File: src/rtl/div32_seq_if.sv
// Request/response bundle between the execute stage and the sequential divider.
interface div32_seq_if #(
  parameter int W = 32
);
  logic         start;
  logic [1:0]   op;
  logic [W-1:0] x;
  logic [W-1:0] y;
  logic         busy;
  logic         done;
  logic [W-1:0] f;

  modport master (output start, op, x, y, input busy, done, f);
  modport slave  (input start, op, x, y, output busy, done, f);
endinterface

File: src/rtl/div32_seq.sv
// Radix-2 restoring divider for RV32 DIV/DIVU/REM/REMU: one trial subtraction per clock,
// 32 iterations, plus a one-edge path for divide-by-zero and signed overflow.
module div32_seq #(
  parameter int W     = 32,
  parameter int CNT_W = 5
) (
  input logic        clk,
  input logic        rst_n,
  div32_seq_if.slave bus
);
  localparam logic [1:0] S_IDLE = 2'd0;
  localparam logic [1:0] S_CALC = 2'd1;
  localparam logic [1:0] S_FIX  = 2'd2;
  localparam logic [1:0] S_SPEC = 2'd3;
  localparam logic [W-1:0] MIN_NEG = {1'b1, {(W-1){1'b0}}};

  logic [1:0]       state, op_r;
  logic             sign_q, sign_r, busy_r, done_r;
  logic [W-1:0]     q, rem, dvsr, f_r;
  logic [CNT_W-1:0] cnt;

  logic         sgn_in, is_spec;
  logic [W-1:0] x_abs, y_abs;
  logic [W:0]   diff;

  always_comb begin
    sgn_in  = ~bus.op[0];
    x_abs   = (sgn_in && bus.x[W-1]) ? -bus.x : bus.x;
    y_abs   = (sgn_in && bus.y[W-1]) ? -bus.y : bus.y;
    is_spec = (bus.y == '0) || (sgn_in && bus.x == MIN_NEG && bus.y == '1);
    // rem < dvsr always holds, so bit W of the 33-bit difference is a true sign bit
    diff    = {rem, q[W-1]} - {1'b0, dvsr};
  end

  always_ff @(posedge clk or negedge rst_n) begin
    if (!rst_n) begin
      state  <= S_IDLE;
      op_r   <= '0;
      sign_q <= 1'b0;
      sign_r <= 1'b0;
      busy_r <= 1'b0;
      done_r <= 1'b0;
      q      <= '0;
      rem    <= '0;
      dvsr   <= '0;
      f_r    <= '0;
      cnt    <= '0;
    end else begin
      done_r <= 1'b0;
      case (state)
        S_IDLE: if (bus.start) begin
          op_r   <= bus.op;
          sign_q <= sgn_in & (bus.x[W-1] ^ bus.y[W-1]);
          sign_r <= sgn_in & bus.x[W-1];
          q      <= x_abs;
          dvsr   <= y_abs;
          rem    <= '0;
          cnt    <= '0;
          busy_r <= 1'b1;
          state  <= is_spec ? S_SPEC : S_CALC;
        end
        S_CALC: begin
          if (!diff[W]) begin
            rem <= diff[W-1:0];
            q   <= {q[W-2:0], 1'b1};
          end else begin
            rem <= {rem[W-2:0], q[W-1]};
            q   <= {q[W-2:0], 1'b0};
          end
          cnt <= cnt + 1'b1;
          if (cnt == CNT_W'(W-1)) state <= S_FIX;
        end
        S_FIX: begin
          case (op_r)
            2'b00:   f_r <= sign_q ? -q : q;
            2'b10:   f_r <= sign_r ? -rem : rem;
            2'b01:   f_r <= q;
            default: f_r <= rem;
          endcase
          done_r <= 1'b1;
          busy_r <= 1'b0;
          state  <= S_IDLE;
        end
        default: begin
          // q still holds |x|; re-applying the dividend sign reproduces the original x
          if (dvsr == '0) f_r <= op_r[1] ? (sign_r ? -q : q) : '1;
          else            f_r <= op_r[1] ? '0 : MIN_NEG;
          done_r <= 1'b1;
          busy_r <= 1'b0;
          state  <= S_IDLE;
        end
      endcase
    end
  end

  assign bus.busy = busy_r;
  assign bus.done = done_r;
  assign bus.f    = f_r;
endmodule

File: src/flat_wrapper.sv
// flat-port wrapper written by rule: the top's interface ports become plain ports
module div32_seq_flat 
#(
  parameter int W     = 32,
  parameter int CNT_W = 5
)
  (clk, rst_n, bus_start, bus_op, bus_x, bus_y, bus_busy, bus_done, bus_f);
  div32_seq_if #(.W(W)) bus_i ();
  input logic clk;
  input logic rst_n;
  input wire logic [$bits(bus_i.start)-1:0] bus_start;
  input wire logic [$bits(bus_i.op)-1:0] bus_op;
  input wire logic [$bits(bus_i.x)-1:0] bus_x;
  input wire logic [$bits(bus_i.y)-1:0] bus_y;
  output wire logic [$bits(bus_i.busy)-1:0] bus_busy;
  output wire logic [$bits(bus_i.done)-1:0] bus_done;
  output wire logic [$bits(bus_i.f)-1:0] bus_f;
  assign bus_i.start = bus_start;
  assign bus_i.op = bus_op;
  assign bus_i.x = bus_x;
  assign bus_i.y = bus_y;
  assign bus_busy = bus_i.busy;
  assign bus_done = bus_i.done;
  assign bus_f = bus_i.f;
  div32_seq #(.W(W), .CNT_W(CNT_W)) u_core (.clk(clk), .rst_n(rst_n), .bus(bus_i));
endmodule
File: config.mk
export PLATFORM = sky130hd
export DESIGN_NAME = div32_seq_flat
export DESIGN_NICKNAME = d
export VERILOG_FILES = /design/src/rtl/div32_seq_if.sv /design/src/rtl/div32_seq.sv /design/src/flat_wrapper.sv
export SDC_FILE = /design/constraint.sdc
export NUM_CORES = 1
export LEC_CHECK = 0
export ABC_CLOCK_PERIOD_IN_PS = 7400
export BUFFER_PORTS_ARGS = -buffer_cell sky130_fd_sc_hd__buf_4
export CORE_AREA = 2 2 152 154
export DETAILED_ROUTE_END_ITERATION = 10
export DIE_AREA = 0 0 154 156
export GPL_TIMING_DRIVEN = 0
export PLACE_DENSITY = 0.84
export SYNTH_ARGS = -nofsm -noshare
export SYNTH_HDL_FRONTEND = slang
export SYNTH_SLANG_ARGS = --single-unit
export TNS_END_PERCENT = 5
File: constraint.sdc
create_clock -name clk -period 7.4 [get_ports clk]
set_clock_uncertainty 0.15 [all_clocks]
set_input_delay 1.11 -clock clk [delete_from_list [all_inputs] [get_ports clk]]
set_output_delay 1.11 -clock clk [all_outputs]
set_load 0.01 [all_outputs]
==> results of run 1 <==
-- cells in the mapped netlist, types with 22 or more instances --
library cell  count
a211oi_1         28
a21oi_1         127
a22oi_1          31
a31oi_1          22
clkbuf_1         91
dfrtp_1         141
ha_1             39
inv_1            65
mux2i_1          38
nand2_1         130
nand3_1          40
nor2_1          114
nor3_1           34
nor4_1           22
o21ai_0         100
o21ai_1          70
o31ai_1          27
xnor2_1          76
xor2_1           65
-- through the flow --
step / instances / instance area, um2 / hold slack [ps] / worst slack, ps / power, uW
floorplan: 1543 / 12200 / 299 / 4200 / 5030
global placement: 1930 / 13300 / 315 / 3510 / 6340
detailed placement: 1931 / 13300 / 333 / 3410 / 6470
CTS: 1963 / 14000 / 347 / 3380 / 7470
global route: 1963 / 14000 / 364 / 3050 / 8140
finish: 1963 / 14000 / 339 / 3240 / 7640
-- worst register-to-register path: cells and delay by family (launching register included) --
kind / cells / cell delay [ps]
adder cells (fa/ha/maj): 2 / 680
AND/OR/NAND/NOR: 1 / 200
buffers and inverters: 3 / 790
multiplexers: 1 / 250
AO/OA/AOI/OAI: 6 / 1530
flip-flops: 1 / 420
-- registers in the layout, summed over array words and instances (netlist names) --
register / count
u_core.op_r: 2
u_core.bus.f: 32
u_core.bus.done: 1
u_core.q: 32
u_core.state: 2
u_core.bus.busy: 1
u_core.cnt: 5
u_core.rem: 32
u_core.sign_r: 1
u_core.dvsr: 32
u_core.sign_q: 1
-- power by group --
group          leakage, uW  switching [uW]  internal (uW)
clock             0.000310             388            581
sequential         0.00175             458           1150
combinational      0.00369            3110           1960
total              0.00575            3950           3690
-- placed cells by master (no fill, tap or decap), types with 31 or more instances in the layout --
cell type	netlist	final
dfrtp_1	141	141
nand2_1	130	130
a21oi_1	127	127
nor2_1	114	114
buf_4	3	104
o21ai_0	100	100
clkbuf_1	91	91
xnor2_1	76	76
o21ai_1	70	70
inv_1	65	65
xor2_1	65	65
nand3_1	40	40
ha_1	39	39
mux2i_1	38	38
nor3_1	34	34
a22oi_1	31	31
-- cells by family (layout without fill, tap and decap cells) --
logic type	Yosys count	in the layout
buffers and inverters	186	321
adder cells (fa/ha/maj)	40	40
XOR/XNOR	141	141
AO/OA/AOI/OAI	521	521
multiplexers	42	42
AND/OR/NAND/NOR	472	472
flip-flops	141	141
-- routing by layer --
| metal | wire length [um] | vias up | global-route usage [%] |
|---|---|---|---|
| met5 | 0 | - | 0 |
| met4 | 2020 | 0 | 15.8 |
| met3 | 5600 | 160 | 9.94 |
| met2 | 18500 | 847 | 54.9 |
| met1 | 17600 | 6064 | 49.7 |
| li1 | - | 5878 | - |
-- worst paths after layout --
check	startpoint	end	slack, ps	cells after the start
max	u_core.q[31]$_DFFE_PN0P_	u_core.rem[6]$_DFFE_PN0P_	3240	13
min reg2reg	u_core.cnt[3]$_DFFE_PN0P_	u_core.cnt[3]$_DFFE_PN0P_	340	1
min	u_core.cnt[3]$_DFFE_PN0P_	u_core.cnt[3]$_DFFE_PN0P_	340	1
max in group asynchronous	rst_n	u_core.bus.f[11]$_DFFE_PN0P_	5790	2
max reg2reg	u_core.q[31]$_DFFE_PN0P_	u_core.rem[6]$_DFFE_PN0P_	3240	13
min in group asynchronous	rst_n	u_core.dvsr[15]$_DFFE_PN0P_	500	1
-- final cells by class --
cell class / instances / area (um2)
tap: 285 / 357
clock buffer: 18 / 439
multi-input combinational: 1216 / 7820
clock inverter: 14 / 204
sequential: 141 / 3530
timing repair buffer: 103 / 797
inverter: 66 / 248
buffer: 120 / 598
fill: 1935 / 8380
==> results.sh, run 1 <==
export IMPL_status="finished clean"
export IMPL_grt_pass1_wl_um=68200
export IMPL_yosys_area_share_simple_pct=19.6
export IMPL_synth_top_family_by_area="compound AO/OA/AOI/OAI gates"
export IMPL_ctsHoldBuffers=0
export IMPL_end_kind="flip-flop"
export IMPL_slew_viol_final=0
export IMPL_hp_class="reg2reg"
export IMPL_rsz0062_at_grt="false"
export IMPL_boundaryPins=103
export IMPL_cts_made_buffers=17
export IMPL_antenna_found_initial=0
export IMPL_cts_tree="yes"
export IMPL_final_util_pct=62.5
export IMPL_clk_insertion_delay_late_ps=440
export IMPL_drt_iter0_markers=1493
export IMPL_power_density_nw_per_um2=547
export IMPL_antenna_cells=0
export IMPL_ys_async_sr_fraction_pct=100
export IMPL_cts_sinks=141
export IMPL_die_w_um=154
export IMPL_hold_viol=0
export IMPL_path_cells="inv_1 > ha_1 > fa_1 > nand2b_1 > a21o_1 > a211o_1 > a31oi_1 > a2111oi_0 > a211oi_2 > buf_2 > buf_4 > mux2i_1 > o21ai_1"
export IMPL_finalSetupTns_ps=0
export IMPL_crit_type="reg2reg"
export IMPL_ys_ff_latch=141
export IMPL_dieArea_um2=24000
export IMPL_maxCapViolations=0
export IMPL_drtPass1Iterations=6
export IMPL_place_congestion=1.04
export IMPL_vias=12900
export IMPL_worstPathArrival_ps=4310
export IMPL_crit_required_ps=7540
export IMPL_final_min_clock_period_ps=4160
export IMPL_cp_start_kind="flip-flop"
export IMPL_overflow=0
export IMPL_ctsLongestPathBuffers=2
export IMPL_cts_root_buffer="clkbuf_16"
export IMPL_die_h_um=156
export IMPL_dp_hpwl_um=33000
export IMPL_synth_edf_count=0
export IMPL_final_nets=1774
export IMPL_max_freq_ghz=0.240
export IMPL_drc=0
export IMPL_synthXorXnorAreaFrac_pct=10.1
export IMPL_synth_area_um2=12200
export IMPL_synth_warning_count=0
export IMPL_via_per_inst=6.60
export IMPL_cts_resized=0
export IMPL_setup_viol_count_final=0
export IMPL_cts_setup_buffers=0
export IMPL_syn_num_nets=1652
export IMPL_synth_largest_area_cell="dfrtp_1"
export IMPL_synth_top_area_share_pct=28.9
export IMPL_tightestPinTransition_ps=1010
export IMPL_syn_area_per_cell_um2=7.90
export IMPL_ir_drop_uv=227
export IMPL_area_growth_pct=14.7
export IMPL_ys_flop_type="dfrtp_1"
export IMPL_postSynthCellCount=1543
export IMPL_yosys_mux_area_fraction_pct=3.49
export IMPL_drive_above_1_share_pct=11.1
export IMPL_clk_pin_slew_ps=60
export IMPL_ant_nets=0
export IMPL_track_usage_pct=36.6
export IMPL_cp_num_buf_inv=3
export IMPL_grt_pass1_vias=12100
export IMPL_cpPeakStageDelay_ps=420
export IMPL_timing_final_crit_share_pct=56.2
export IMPL_wl_um=43700
export IMPL_h_tree_depth=4
export IMPL_yosys_top_cells_area="dfrtp_1, xnor2_1, a21oi_1"
export IMPL_rows=55
export IMPL_p_leak_uw=0.00575
export IMPL_synth_seq_area_share_pct=28.9
export IMPL_start_util_pct=54.5
export IMPL_synth_compound_area_share_pct=26.7
export IMPL_crit_fanout=10
export IMPL_slew_headroom_pct=32.0
export IMPL_numPortBuffers=102
export IMPL_grt_start_max_net_pins=77
export IMPL_synthAdderAreaFrac_pct=4.17
export IMPL_crit_slowest_cell="dfrtp_1"
export IMPL_coreArea_um2=22400
export IMPL_critPathTopFamily="compound AO/OA/AOI/OAI gates"
export IMPL_synthDistinctLibCells=87
export IMPL_wl_per_cell_um=22.3
Power figures use the tool's default switching activity.
==> inputs of run 2 (changes only) <==
- ABC_CLOCK_PERIOD_IN_PS: 7400 -> 3700
- PLACE_DENSITY: 0.84 -> 0.87
- clock period: 7.4 -> 3.7 ns (I/O delays scaled with it)
==> results.sh, run 2 (same netlist as run 1, synthesis figures left out) <==
export IMPL_cts_tree="yes"
export IMPL_p_sw_share_pct=51.7
export IMPL_cp_num_buf_inv=3
export IMPL_cts_made_buffers=17
export IMPL_overflow=0
export IMPL_timing_final_crit_share_pct=96.2
export IMPL_rows=55
export IMPL_crit_type="reg2reg"
export IMPL_slew_viol_final=0
export IMPL_grt_pass1_wl_um=69100
export IMPL_grt_pass1_vias=12100
export IMPL_dieArea_um2=24000
export IMPL_grt_start_max_net_pins=78
export IMPL_drc=0
export IMPL_end_kind="flip-flop"
export IMPL_seqPwrFrac_pct=20.8
export IMPL_final_util_pct=62.8
export IMPL_wl_um=44400
export IMPL_internal_power_uw=7490
export IMPL_path_cells="inv_1 > fa_1 > nand2b_1 > a21o_1 > a211o_1 > a31oi_4 > a211o_1 > a211oi_2 > buf_4 > buf_8 > nor4_1 > nand2b_1"
export IMPL_cts_sinks=141
export IMPL_die_h_um=156
export IMPL_final_min_clock_period_ps=3560
export IMPL_via_per_inst=6.67
export IMPL_setup_viol_count_final=0
export IMPL_start_util_pct=54.5
export IMPL_drive_above_1_share_pct=11.3
export IMPL_h_tree_depth=4
export IMPL_vias=13100
export IMPL_status="finished clean"
export IMPL_numPortBuffers=102
export IMPL_area_growth_pct=15.3
export IMPL_clkPwrFrac_pct=12.6
export IMPL_combPwrFrac_pct=66.6
export IMPL_cp_start_kind="flip-flop"
export IMPL_dp_hpwl_um=33700
export IMPL_worstPathArrival_ps=3780
export IMPL_ant_nets=0
export IMPL_max_freq_ghz=0.281
export IMPL_slew_headroom_pct=20.2
export IMPL_maxCapViolations=0
export IMPL_track_usage_pct=37.0
export IMPL_tightestPinTransition_ps=1170
export IMPL_drtPass1Iterations=7
export IMPL_hp_class="in2reg"
export IMPL_cpPeakStageDelay_ps=530
export IMPL_mostFrequentLayoutCells="dfrtp_1, nand2_1, a21oi_1"
export IMPL_power_switching_uw=8020
export IMPL_clk_insertion_delay_late_ps=440
export IMPL_place_congestion=1.06
export IMPL_boundaryPins=103
export IMPL_total_power_uw=15500
export IMPL_drt_iter0_markers=1509
export IMPL_ir_drop_uv=518
export IMPL_clk_pin_slew_ps=60
export IMPL_crit_required_ps=3920
export IMPL_cts_root_buffer="clkbuf_16"
export IMPL_final_common_cell="dfrtp_1"
export IMPL_crit_slowest_cell="dfrtp_1"
export IMPL_ctsLongestPathBuffers=2
export IMPL_antenna_found_initial=0
export IMPL_antenna_cells=0
export IMPL_critPathTopFamily="compound AO/OA/AOI/OAI gates"
export IMPL_n_fill_cell=1928
export IMPL_crit_fanout=19
export IMPL_rsz0062_at_grt="false"
export IMPL_hold_viol=0
export IMPL_final_nets=1776
export IMPL_die_w_um=154
export IMPL_p_leak_uw=0.00578
export IMPL_coreArea_um2=22400
export IMPL_power_density_nw_per_um2=1100
export IMPL_wl_per_cell_um=22.6
run 2: cell types whose count changed in the layout (fill, tap and decap cells not counted), moves of 2 or more:
cell / before / now
buf_2: 7 / 4
clkinvlp_4: 2 / 0
clkbuf_4: 1 / 3
clkinv_4: 1 / 3
run 2: timing repair:
item | CTS | global route
pin swaps | 1 | 2
gates resized for setup | 4 | 6
endpoints found under the hold margin | 6 | 0
endpoints found under the setup margin | 30 | 33
gates cloned | 0 | 0
buffers inserted | 1 | 1
hold buffers | 1 | 0
run 2: area by class of cell:
cell class                 count  area, um2  area share (%)
timing repair buffer         106        822            5.85
sequential                   141       3530            25.1
clock buffer                  19        453            3.22
buffer                       119        606            4.31
clock inverter                13        201            1.43
tap                          285        357            2.54
inverter                      66        248            1.76
multi-input combinational   1216       7840            55.8
run 2: path summary, 6_finish.rpt:
path	end	cells after the start	start	slack, ps
worst max-delay path	u_core.rem[30]$_DFFE_PN0P_	12	u_core.rem[0]$_DFFE_PN0P_	140
worst min-delay path	u_core.op_r[1]$_DFFE_PN0P_	3	bus_op[1]	190
worst max register to register	u_core.rem[30]$_DFFE_PN0P_	12	u_core.rem[0]$_DFFE_PN0P_	140
worst min register to register	u_core.bus.f[8]$_DFFE_PN0P_	1	u_core.bus.f[8]$_DFFE_PN0P_	340
max in group asynchronous	u_core.bus.f[17]$_DFFE_PN0P_	3	rst_n	2030
min in group asynchronous	u_core.dvsr[17]$_DFFE_PN0P_	2	rst_n	570
run 2: through the flow:
step	std cells	area, um2	setup slack [ps]	hold slack [ps]	TNS (ps)
after floorplan	1543	12200	509	109	0
after CTS	1964	14000	8.46	183	0
after global routing	1965	14100	27.4	219	0
final	1965	14100	139	185	0
after global placement	1930	13300	-227	316	-2810
after detailed placement	1931	13300	-317	327	-4560
run 2: worst reg2reg max path, cell delays in order, from the launching register on:
cell	delay [ps]
dfrtp_1	530
inv_1	170
fa_1	460
nand2b_1	190
a21o_1	210
a211o_1	350
a31oi_4	250
a211o_1	180
a211oi_2	60
buf_4	170
buf_8	170
nor4_1	430
nand2b_1	160
run 2: power groups by stage:
stage               logic, uW  registers [uW]  clock network [uW]
floorplan                7150            2900                   0
global placement         9610            3150                   0
detailed placement       9810            3180                   0
CTS                      9930            3160                1950
global route            11200            3270                2020
finish                  10300            3230                1960
run 2: layer usage:
metal / up-vias / global-route usage, % / part of all wire, %
met5: - / 0 / 0
met4: 0 / 16.6 / 4.3
met3: 155 / 8.53 / 12
met2: 838 / 56.0 / 44
met1: 6227 / 50.5 / 40
li1: 5888 / - / -
